[config.mk]
export PLATFORM = sky130hd
export DESIGN_NAME = tinyriscv_ex_ctrl_flat
export DESIGN_NICKNAME = d
export VERILOG_FILES = /design/src/rtl/tinyriscv_ex_ctrl_if.sv /design/src/rtl/tinyriscv_ex_ctrl.sv /design/src/flat_wrapper.sv
export SDC_FILE = /design/constraint.sdc
export NUM_CORES = 1
export LEC_CHECK = 0
export BUFFER_PORTS_ARGS = -buffer_cell sky130_fd_sc_hd__buf_4
export CORE_MARGIN = 1
export CORE_UTILIZATION = 25
export DETAILED_ROUTE_END_ITERATION = 6
export HOLD_SLACK_MARGIN = 0.05
export SYNTH_ARGS = -nofsm -noshare
export SYNTH_HDL_FRONTEND = slang
export SYNTH_SLANG_ARGS = --single-unit
[constraint.sdc]
create_clock -name clk -period 2.9 [get_ports clk]
set_input_delay 0 -clock clk [delete_from_list [all_inputs] [get_ports clk]]
set_output_delay 0 -clock clk [all_outputs]
set_load 0.005 [all_outputs]
[src/rtl/tinyriscv_ex_ctrl_if.sv]
// rtl/tinyriscv_ex_ctrl_if.sv - decode/ALU/writeback bundle for the execute-stage controller
// master is the controller side; slave is the surrounding pipeline (decode, ALU, mem stage).
`ifndef RISCV_CONFIG_XLEN
`define RISCV_CONFIG_XLEN 32
`endif

interface tinyriscv_ex_ctrl_if #(parameter int XLEN = `RISCV_CONFIG_XLEN);
   logic            id_valid;
   logic            id_ready;
   logic [6:0]      id_opcode;
   logic [2:0]      id_funct3;
   logic [4:0]      id_funct7;
   logic [XLEN-1:0] id_op1;
   logic [XLEN-1:0] id_op2;
   logic [XLEN-1:0] id_op3;
   logic [XLEN-1:0] id_pc;
   logic [4:0]      id_rd;
   logic [6:0]      alu_opcode;
   logic [2:0]      alu_funct3;
   logic [4:0]      alu_funct7;
   logic [XLEN-1:0] alu_op_1;
   logic [XLEN-1:0] alu_op_2;
   logic [XLEN-1:0] alu_op_3;
   logic [XLEN-1:0] alu_res;
   logic [XLEN-1:0] alu_byp;
   logic            alu_exc;
   logic            ex_valid;
   logic            ex_ready;
   logic [XLEN-1:0] ex_res;
   logic [XLEN-1:0] ex_byp;
   logic [4:0]      ex_rd;
   logic [6:0]      ex_opcode;
   logic [2:0]      ex_funct3;
   logic            br_taken;
   logic [XLEN-1:0] br_target;
   logic            exc_valid;
   logic [XLEN-1:0] exc_pc;
   logic [1:0]      exc_cause;

   modport master (
      input  id_valid, id_opcode, id_funct3, id_funct7, id_op1, id_op2, id_op3, id_pc, id_rd,
      input  alu_res, alu_byp, alu_exc, ex_ready,
      output id_ready, alu_opcode, alu_funct3, alu_funct7, alu_op_1, alu_op_2, alu_op_3,
      output ex_valid, ex_res, ex_byp, ex_rd, ex_opcode, ex_funct3,
      output br_taken, br_target, exc_valid, exc_pc, exc_cause
   );

   modport slave (
      output id_valid, id_opcode, id_funct3, id_funct7, id_op1, id_op2, id_op3, id_pc, id_rd,
      output alu_res, alu_byp, alu_exc, ex_ready,
      input  id_ready, alu_opcode, alu_funct3, alu_funct7, alu_op_1, alu_op_2, alu_op_3,
      input  ex_valid, ex_res, ex_byp, ex_rd, ex_opcode, ex_funct3,
      input  br_taken, br_target, exc_valid, exc_pc, exc_cause
   );
endinterface

[src/rtl/tinyriscv_ex_ctrl.sv]
// rtl/tinyriscv_ex_ctrl.sv - TinyRiscV execute-stage controller
// Drives the combinational ALU, holds a one-entry result slot, emits redirect pulses and traps.
`ifndef RISCV_CONFIG_XLEN
`define RISCV_CONFIG_XLEN 32
`endif

module tinyriscv_ex_ctrl #(
   parameter int XLEN = `RISCV_CONFIG_XLEN
) (
   input logic                 clk,
   input logic                 rst,
   input logic                 flush,
   tinyriscv_ex_ctrl_if.master bus
);
   localparam logic [6:0] OPC_LOAD   = 7'b0000011;
   localparam logic [6:0] OPC_OPIMM  = 7'b0010011;
   localparam logic [6:0] OPC_AUIPC  = 7'b0010111;
   localparam logic [6:0] OPC_STORE  = 7'b0100011;
   localparam logic [6:0] OPC_OP     = 7'b0110011;
   localparam logic [6:0] OPC_LUI    = 7'b0110111;
   localparam logic [6:0] OPC_BRANCH = 7'b1100011;
   localparam logic [6:0] OPC_JALR   = 7'b1100111;
   localparam logic [6:0] OPC_JAL    = 7'b1101111;
   localparam logic [6:0] OPC_SYSTEM = 7'b1110011;

   typedef enum logic [1:0] {ST_RUN, ST_REDIR, ST_HALT} state_t;

   state_t          r_state;
   logic            r_ex_valid;
   logic [XLEN-1:0] r_ex_res;
   logic [XLEN-1:0] r_ex_byp;
   logic [4:0]      r_ex_rd;
   logic [6:0]      r_ex_opcode;
   logic [2:0]      r_ex_funct3;
   logic            r_br_taken;
   logic [XLEN-1:0] r_br_target;
   logic            r_exc_valid;
   logic [XLEN-1:0] r_exc_pc;
   logic [1:0]      r_exc_cause;

   logic            w_id_ready;
   logic            w_accept;
   logic            w_is_fwd;
   logic            w_is_br;
   logic            w_is_jmp;
   logic            w_is_sys;
   logic            w_trap;
   logic            w_load;
   logic            w_redirect;
   logic [XLEN-1:0] w_br_target;

   assign bus.alu_opcode = bus.id_opcode;
   assign bus.alu_funct3 = bus.id_funct3;
   assign bus.alu_funct7 = bus.id_funct7;
   assign bus.alu_op_1   = bus.id_op1;
   assign bus.alu_op_2   = bus.id_op2;
   assign bus.alu_op_3   = bus.id_op3;

   assign w_id_ready = !rst && (r_state == ST_RUN) && (!r_ex_valid || bus.ex_ready) && !flush;
   assign w_accept   = bus.id_valid && w_id_ready;

   assign w_is_fwd = (bus.id_opcode == OPC_OP)    || (bus.id_opcode == OPC_OPIMM) ||
                     (bus.id_opcode == OPC_LOAD)  || (bus.id_opcode == OPC_STORE) ||
                     (bus.id_opcode == OPC_LUI)   || (bus.id_opcode == OPC_AUIPC);
   assign w_is_br  = (bus.id_opcode == OPC_BRANCH);
   assign w_is_jmp = (bus.id_opcode == OPC_JAL) || (bus.id_opcode == OPC_JALR);
   assign w_is_sys = (bus.id_opcode == OPC_SYSTEM);

   // Any ALU exception turns the operation into a trap, whatever its class.
   assign w_trap     = w_accept && (bus.alu_exc || w_is_sys);
   assign w_load     = w_accept && !bus.alu_exc && (w_is_fwd || w_is_jmp);
   assign w_redirect = w_accept && !bus.alu_exc && (w_is_jmp || (w_is_br && bus.alu_res[0]));
   assign w_br_target = w_is_jmp ? {bus.alu_res[XLEN-1:1], 1'b0} : bus.id_pc + bus.alu_byp;

   always_ff @(posedge clk) begin
      if (rst) begin
         r_state     <= ST_RUN;
         r_ex_valid  <= 1'b0;
         r_ex_res    <= '0;
         r_ex_byp    <= '0;
         r_ex_rd     <= '0;
         r_ex_opcode <= '0;
         r_ex_funct3 <= '0;
         r_br_taken  <= 1'b0;
         r_br_target <= '0;
         r_exc_valid <= 1'b0;
         r_exc_pc    <= '0;
         r_exc_cause <= '0;
      end else if (flush) begin
         r_state     <= ST_RUN;
         r_ex_valid  <= 1'b0;
         r_br_taken  <= 1'b0;
         r_exc_valid <= 1'b0;
      end else begin
         r_br_taken <= w_redirect;
         if (w_load) begin
            r_ex_valid  <= 1'b1;
            r_ex_res    <= w_is_jmp ? bus.alu_byp : bus.alu_res;
            r_ex_byp    <= w_is_jmp ? '0 : bus.alu_byp;
            r_ex_rd     <= bus.id_rd;
            r_ex_opcode <= bus.id_opcode;
            r_ex_funct3 <= bus.id_funct3;
         end else if (r_ex_valid && bus.ex_ready) begin
            r_ex_valid <= 1'b0;
         end
         if (w_redirect) begin
            r_br_target <= w_br_target;
         end
         if (w_trap) begin
            r_exc_valid <= 1'b1;
            r_exc_pc    <= bus.id_pc;
            r_exc_cause <= bus.alu_exc ? 2'd0 : 2'd1;
         end
         case (r_state)
            ST_RUN: begin
               if (w_trap) begin
                  r_state <= ST_HALT;
               end else if (w_redirect) begin
                  r_state <= ST_REDIR;
               end
            end
            ST_REDIR: r_state <= ST_RUN;
            ST_HALT:  r_state <= ST_HALT;
            default:  r_state <= ST_RUN;
         endcase
      end
   end

   assign bus.id_ready  = w_id_ready;
   assign bus.ex_valid  = r_ex_valid;
   assign bus.ex_res    = r_ex_res;
   assign bus.ex_byp    = r_ex_byp;
   assign bus.ex_rd     = r_ex_rd;
   assign bus.ex_opcode = r_ex_opcode;
   assign bus.ex_funct3 = r_ex_funct3;
   assign bus.br_taken  = r_br_taken;
   assign bus.br_target = r_br_target;
   assign bus.exc_valid = r_exc_valid;
   assign bus.exc_pc    = r_exc_pc;
   assign bus.exc_cause = r_exc_cause;
endmodule

[src/flat_wrapper.sv]
// flat-port wrapper written by rule: the top's interface ports become plain ports
module tinyriscv_ex_ctrl_flat 
#(
   parameter int XLEN = `RISCV_CONFIG_XLEN
)
  (clk, rst, flush, bus_id_valid, bus_id_opcode, bus_id_funct3, bus_id_funct7, bus_id_op1, bus_id_op2, bus_id_op3, bus_id_pc, bus_id_rd, bus_alu_res, bus_alu_byp, bus_alu_exc, bus_ex_ready, bus_id_ready, bus_alu_opcode, bus_alu_funct3, bus_alu_funct7, bus_alu_op_1, bus_alu_op_2, bus_alu_op_3, bus_ex_valid, bus_ex_res, bus_ex_byp, bus_ex_rd, bus_ex_opcode, bus_ex_funct3, bus_br_taken, bus_br_target, bus_exc_valid, bus_exc_pc, bus_exc_cause);
  tinyriscv_ex_ctrl_if #(.XLEN(XLEN)) bus_i ();
  input logic clk;
  input logic rst;
  input logic flush;
  input wire logic [$bits(bus_i.id_valid)-1:0] bus_id_valid;
  input wire logic [$bits(bus_i.id_opcode)-1:0] bus_id_opcode;
  input wire logic [$bits(bus_i.id_funct3)-1:0] bus_id_funct3;
  input wire logic [$bits(bus_i.id_funct7)-1:0] bus_id_funct7;
  input wire logic [$bits(bus_i.id_op1)-1:0] bus_id_op1;
  input wire logic [$bits(bus_i.id_op2)-1:0] bus_id_op2;
  input wire logic [$bits(bus_i.id_op3)-1:0] bus_id_op3;
  input wire logic [$bits(bus_i.id_pc)-1:0] bus_id_pc;
  input wire logic [$bits(bus_i.id_rd)-1:0] bus_id_rd;
  input wire logic [$bits(bus_i.alu_res)-1:0] bus_alu_res;
  input wire logic [$bits(bus_i.alu_byp)-1:0] bus_alu_byp;
  input wire logic [$bits(bus_i.alu_exc)-1:0] bus_alu_exc;
  input wire logic [$bits(bus_i.ex_ready)-1:0] bus_ex_ready;
  output wire logic [$bits(bus_i.id_ready)-1:0] bus_id_ready;
  output wire logic [$bits(bus_i.alu_opcode)-1:0] bus_alu_opcode;
  output wire logic [$bits(bus_i.alu_funct3)-1:0] bus_alu_funct3;
  output wire logic [$bits(bus_i.alu_funct7)-1:0] bus_alu_funct7;
  output wire logic [$bits(bus_i.alu_op_1)-1:0] bus_alu_op_1;
  output wire logic [$bits(bus_i.alu_op_2)-1:0] bus_alu_op_2;
  output wire logic [$bits(bus_i.alu_op_3)-1:0] bus_alu_op_3;
  output wire logic [$bits(bus_i.ex_valid)-1:0] bus_ex_valid;
  output wire logic [$bits(bus_i.ex_res)-1:0] bus_ex_res;
  output wire logic [$bits(bus_i.ex_byp)-1:0] bus_ex_byp;
  output wire logic [$bits(bus_i.ex_rd)-1:0] bus_ex_rd;
  output wire logic [$bits(bus_i.ex_opcode)-1:0] bus_ex_opcode;
  output wire logic [$bits(bus_i.ex_funct3)-1:0] bus_ex_funct3;
  output wire logic [$bits(bus_i.br_taken)-1:0] bus_br_taken;
  output wire logic [$bits(bus_i.br_target)-1:0] bus_br_target;
  output wire logic [$bits(bus_i.exc_valid)-1:0] bus_exc_valid;
  output wire logic [$bits(bus_i.exc_pc)-1:0] bus_exc_pc;
  output wire logic [$bits(bus_i.exc_cause)-1:0] bus_exc_cause;
  assign bus_i.id_valid = bus_id_valid;
  assign bus_i.id_opcode = bus_id_opcode;
  assign bus_i.id_funct3 = bus_id_funct3;
  assign bus_i.id_funct7 = bus_id_funct7;
  assign bus_i.id_op1 = bus_id_op1;
  assign bus_i.id_op2 = bus_id_op2;
  assign bus_i.id_op3 = bus_id_op3;
  assign bus_i.id_pc = bus_id_pc;
  assign bus_i.id_rd = bus_id_rd;
  assign bus_i.alu_res = bus_alu_res;
  assign bus_i.alu_byp = bus_alu_byp;
  assign bus_i.alu_exc = bus_alu_exc;
  assign bus_i.ex_ready = bus_ex_ready;
  assign bus_id_ready = bus_i.id_ready;
  assign bus_alu_opcode = bus_i.alu_opcode;
  assign bus_alu_funct3 = bus_i.alu_funct3;
  assign bus_alu_funct7 = bus_i.alu_funct7;
  assign bus_alu_op_1 = bus_i.alu_op_1;
  assign bus_alu_op_2 = bus_i.alu_op_2;
  assign bus_alu_op_3 = bus_i.alu_op_3;
  assign bus_ex_valid = bus_i.ex_valid;
  assign bus_ex_res = bus_i.ex_res;
  assign bus_ex_byp = bus_i.ex_byp;
  assign bus_ex_rd = bus_i.ex_rd;
  assign bus_ex_opcode = bus_i.ex_opcode;
  assign bus_ex_funct3 = bus_i.ex_funct3;
  assign bus_br_taken = bus_i.br_taken;
  assign bus_br_target = bus_i.br_target;
  assign bus_exc_valid = bus_i.exc_valid;
  assign bus_exc_pc = bus_i.exc_pc;
  assign bus_exc_cause = bus_i.exc_cause;
  tinyriscv_ex_ctrl #(.XLEN(XLEN)) u_core (.clk(clk), .rst(rst), .flush(flush), .bus(bus_i));
endmodule
### Word-level counts from Yosys, hierarchy flattened

Index checks and enable logic that the tools add are counted.

* register bits after elaboration: 150
* input port bits: 218
* output and inout port bits: 260
* logic and storage cells: 65

* add/subtract/negate cells: 1
* equality and inequality tests: 12
* muxes and demuxes: 9
* bitwise operators: 1
* reductions and logical operators: 30

Operator list (count)
* $mux W32: 3
* $add A32 B32 Y32: 1
* $eq A7 B7 Y1 const B: 4
* $eq A7 B6 Y1 const B: 3
* $eq A7 B5 Y1 const B: 2
* $logic_and A1 B1 Y1: 10
* $logic_or A1 B1 Y1: 10
* $eq A7 B2 Y1 const B: 1
* $reduce_and A2 Y1: 3
* $logic_not A1 Y1: 4
* $mux W2: 2
* $pmux W2 S2: 1
* $mux W1: 3
* $ne A3 B1 Y1 const B: 1
* $eq A2 B2 Y1 const B: 1
* $logic_not A2 Y1: 1
* $reduce_bool A2 Y1: 1
* $reduce_or A2 Y1: 1
* $not A1 Y1: 1

### Longest topological paths before layout

* depth in word-level cells: 10
* depth in mapped cells: 11
* depth with buffers taken out: 10

### Worst setup path before layout

No wires, ideal clock.

* kind: input to register
* start: in bus_alu_byp[0]
* end: reg u_core.r_br_target[28] (netlist: u_core.bus.br_target[28])
* library setup time: 127 ps
* arrival: 2035 ps
* required time: 2773 ps
* setup slack: 738 ps
* stages on the path: 10
* buffers on the path: 0
* cells stage by stage: ha_1 > fa_1 > a21oi_1 > nor3_4 > nor2_2 > o31ai_4 > a211oi_2 > a31oi_1 > mux2i_1 > or3_1

* longest elaborated chain between the ends: 2

Ends and longest elaborated chain
* from (decl): RTL line flat_wrapper.sv:21 `input wire logic [$bits(bus_i.alu_byp)-1:0] bus_alu_byp;`
* $add A32 B32 Y32: RTL line tinyriscv_ex_ctrl.sv:73 `assign w_br_target = w_is_jmp ? {bus.alu_res[XLEN-1:1], 1'b0} : bus.id_pc + bus.alu_byp;`
* $mux W32: RTL line tinyriscv_ex_ctrl.sv:73
* to (signal assigned): RTL line tinyriscv_ex_ctrl.sv:107 `r_br_target <= w_br_target;`
* to (decl): RTL line tinyriscv_ex_ctrl.sv:36 `logic [XLEN-1:0] r_br_target;`

No other way between the ends.
A chain may end at the register's enable or synchronous reset.

### Final worst setup path

* start: in rst
* end: reg u_core.r_ex_res[27] (netlist: u_core.bus.ex_res[27])

* longest elaborated chain between the ends: 8

Ends and longest elaborated chain
* from (decl): RTL line flat_wrapper.sv:9 `input logic rst;`
* $logic_not A1 Y1: RTL line tinyriscv_ex_ctrl.sv:59 `assign w_id_ready = !rst && (r_state == ST_RUN) && (!r_ex_valid || bus.ex_ready) && !flush;`
* $logic_and A1 B1 Y1 (3 in a row): RTL line tinyriscv_ex_ctrl.sv:59
* $logic_and A1 B1 Y1: RTL line tinyriscv_ex_ctrl.sv:60 `assign w_accept = bus.id_valid && w_id_ready;`
* $logic_and A1 B1 Y1 (2 in a row): RTL line tinyriscv_ex_ctrl.sv:71 `assign w_load = w_accept && !bus.alu_exc && (w_is_fwd || w_is_jmp);`
* $reduce_and A2 Y1 (no source line)
* to (signal assigned): RTL line tinyriscv_ex_ctrl.sv:98 `r_ex_res <= w_is_jmp ? bus.alu_byp : bus.alu_res;`
* to (decl): RTL line tinyriscv_ex_ctrl.sv:30 `logic [XLEN-1:0] r_ex_res;`

Several ways; a longest one is shown, not always the timed one.

==> flow_summary.toml <==
[clock_network]
cts.sinks = 149
cts_resized = 0
root_buffer = "clkbuf_16"
h-tree-depth = 4
clk_pin_slew_worst_paths_ns = 0.07
clk_path_buf_depth = 2
clk_latency_ns = 0.44
cts_made_buffers = 17
cts_tree = "done"
cts_setup_buffers = 0

[pwr]
p_clk_frac = 0.432
p_leak_nw = 5.449
ir_worst_vdd_uv = 414.5
p_sw_w = 0.001563
p_per_area_nw_per_um2 = 427.7
combPwrFrac = 0.196
p_int_w = 0.003981
swShare = 0.2819
power_frac_seq = 0.373

[sta]
finClkSkew_ns = 0.01133
fin_crit_ns = 2.709
slew_headroom = 0.3471
rsz0062_at_grt = "no"
worst_pin_slew_ns = 0.9793
max_freq_mhz = 369.2
finalSetupTns_ns = 0
setup_slack_ns = 0.1912
setup_viol = 0
timing.final.crit_share = 0.9341
hold_viol = 0
slew_violations = 0

[job]
cap_violations = 0

[hold_path]
hp-class = "input port to register"
hold_start = "bus_id_valid"
worst_hold_path.endpoint = "u_core.bus.exc_pc[1]"
hold_depth = 5

[yosys]
ys_warn_count = 0
synth_mux_area_frac = 0.007284
async_flop_share = 0
synth_seq_area_share = 0.3473
synth_compound_gate_area_share = 0.2137
synth_ff_type = "dfxtp_1"
syn_inst = 1149
synth_xor_area_frac = 0.02550
syn_nets = 1399
yosys.area_share.adder = 0.04749
ys_ff_latch = 149
synth-edff-count = 0
synth_area_sq_um = 8588
synth_top_area_cell = "dfxtp_1"
synthSimpleGateAreaFrac = 0.2140
synth_top_family_by_area = "simple AND/OR/NAND/NOR gates"
syn_area_per_cell_sq_um = 7.475
synth.distinct_cells = 64
synth.area.top_cells = "dfxtp_1 (35%), a21oi_1 (12%), nand2_1 (10%), buf_4 (9.8%), ha_1 (4.5%)"
netlist.area_leader.share = 0.3473

[place]
place_ws_ns = 0.3201
place_hpwl_microns = 24800
io_buffer_count = 274
gp_congestion = 0.8793
placed_area_sq_um = 10150

[worst_setup_path]
path_delay_family = "buffers and inverters"
start_kind = "input port"
crit_path_cell_trace = "dlygate4sd3_1 > buf_4 > nor2_2 > nand2_1 > nor3_4 > nand2_2 > or3_4 > buf_4 > a21oi_1 > dlygate4sd3_1 > a21oi_1 > nor2_1"
critPathKind = "input port to register"
endpoint_kind = "register"
cpPeakStageDelay_ns = 0.56
reg2reg_to = "u_core.bus.ex_res[27]"
cp_slowest_cell = "dlygate4sd3_1"
r2r_setup_slack_ns = 0.28
r2r-start = "u_core.bus.ex_valid"
path_buf_inv = 4
critical_path_required_ns = 3.29
reg2reg_depth = 10
worst_ep_arrival_time_ns = 3.10
crit_fanout = 39

[final_layout]
final_nets = 1734
n_antenna_cell = 0
fill_cells = 3404
final_common_cell = "buf_4"
final_cell_area_sq_um = 12960
multi_input_area_sq_um = 4392
mostFrequentLayoutCells = "buf_4 (284), nand2_1 (236), dlygate4sd3_1 (219)"
seq_area_sq_um = 2983
drive_above_1_share = 0.2305
syn_to_final_growth_pct = 50.92

[die]
die_h_microns = 187.3
io-pin-count = 478
rows = 67
die_w_microns = 187.3
core_area_sq_um = 33700
die_area_sq_um = 35100
start_util = 0.2548

[routing]
wl_met1_microns = 15220
drt_pre_antenna_iters = 5
wl_met2_microns = 17560
routed-wl-met3_microns = 2002
remaining_drc_errors = 0
first_iter_violations = 554
highest_layer = "met4"
final_antenna_net_count = 0
avgRoutedWirePerCell_microns = 18.38
via_per_inst = 4.811
vias = 9358
routed_wl_microns = 35750

[grt]
antenna_found_initial = 0
grt_pass1_vias = 9005
grt_max_degree = 81
grt_usage = 0.1990
gr-total-overflow = 0
grt_pass1_wl_microns = 53340

[status]
status = "completed"
-- power by group through the flow --
| stage | clock, W | combinational [W] | sequential, W |
|---|---|---|---|
| 3_3_place_gp | 0 | 0.000815 | 0.00211 |
| 6_report | 0.00239 | 0.00109 | 0.00207 |
| 4_1_cts | 0.00246 | 0.00107 | 0.00207 |
| 2_1_floorplan | 0 | 0.000586 | 0.00211 |
| 3_5_place_dp | 0 | 0.000816 | 0.00211 |
| 5_1_grt | 0.00253 | 0.00117 | 0.00207 |
-- worst max-delay path by stage --
stage                   startpoint                        to  slack [ns]  cells after the start
floorplan           bus_alu_byp[0]  u_core.bus.br_target[28]        0.74                     10
global placement    bus_alu_byp[0]  u_core.bus.br_target[28]        0.32                     11
detailed placement  bus_alu_byp[0]  u_core.bus.br_target[28]        0.32                     11
CTS                            rst     u_core.bus.ex_res[23]        0.20                     12
global route                   rst     u_core.bus.ex_res[23]        0.05                     12
finish                         rst     u_core.bus.ex_res[27]        0.19                     12
-- registers in the layout, indices dropped and copies added, names as in the netlist --
signal,count
u_core.bus.ex_res,32
u_core.bus.ex_byp,32
u_core.bus.exc_pc,32
u_core.bus.ex_opcode,7
u_core.bus.exc_valid,1
u_core.bus.exc_cause,1
u_core.bus.ex_valid,1
u_core.r_state,2
u_core.bus.ex_rd,5
u_core.bus.ex_funct3,3
u_core.bus.br_target,32
u_core.bus.br_taken,1
-- logic make-up after synthesis --
logic type / count (synthesis)
buffers and inverters: 200
adder cells (fa/ha/maj): 32
AO/OA/AOI/OAI: 309
XOR/XNOR: 25
multiplexers: 6
flip-flops: 149
AND/OR/NAND/NOR: 427
other: 1
-- Yosys cell counts (14+ instances only) --
master	n
o21ai_0	22
nand3_1	46
nor2_1	79
ha_1	31
nor3_1	16
buf_4	112
a21oi_1	198
clkbuf_1	53
xnor2_1	14
dfxtp_1	149
buf_2	19
nand2_1	236
-- per-stage QoR --
| step | std cells | power [W] | hold WS [ns] | utilization |
|---|---|---|---|---|
| 4_1_cts | 1945 | 0.005593 | 0.1636 | 0.3846 |
| 2_1_floorplan | 1149 | 0.002699 | 0.07708 | - |
| 6_report | 1945 | 0.005544 | 0.1914 | 0.3846 |
| 5_1_grt | 1945 | 0.005774 | 0.2041 | 0.3846 |
| 3_3_place_gp | 1694 | 0.002926 | 0.00003458 | 0.3013 |
| 3_5_place_dp | 1694 | 0.002928 | 0.00003458 | 0.3013 |
-- layer usage --
metal / vias to the layer above / global-route usage
met2: 447 / 0.3417
met4: 0 / 0.07850
li1: 4502 / -
met5: - / 0
met3: 49 / 0.02946
met1: 4360 / 0.2490
-- final cells by class --
| class | instances | share of cell area |
|---|---|---|
| clock inverters | 13 | 0.01332 |
| multi-input cells | 800 | 0.3388 |
| clock buffers | 19 | 0.03417 |
| inverters | 11 | 0.003572 |
| repair buffers | 505 | 0.3367 |
| flip-flops and latches | 149 | 0.2301 |
| well taps | 448 | 0.04325 |
-- tightest hold or removal path, cell delays in order --
cell,delay [ns]
buf_4,0.12
nand2_2,0.17
nor2_4,0.14
nand2_1,0.09
a21oi_1,0.05
-- what timing repair did --
| action | 4_1_cts | 5_1_grt |
|---|---|---|
| endpoints found under the hold margin | 245 | 0 |
| hold buffers | 219 | 0 |
| setup endpoints to repair | 0 | 0 |
Power figures use the tool's default switching activity.
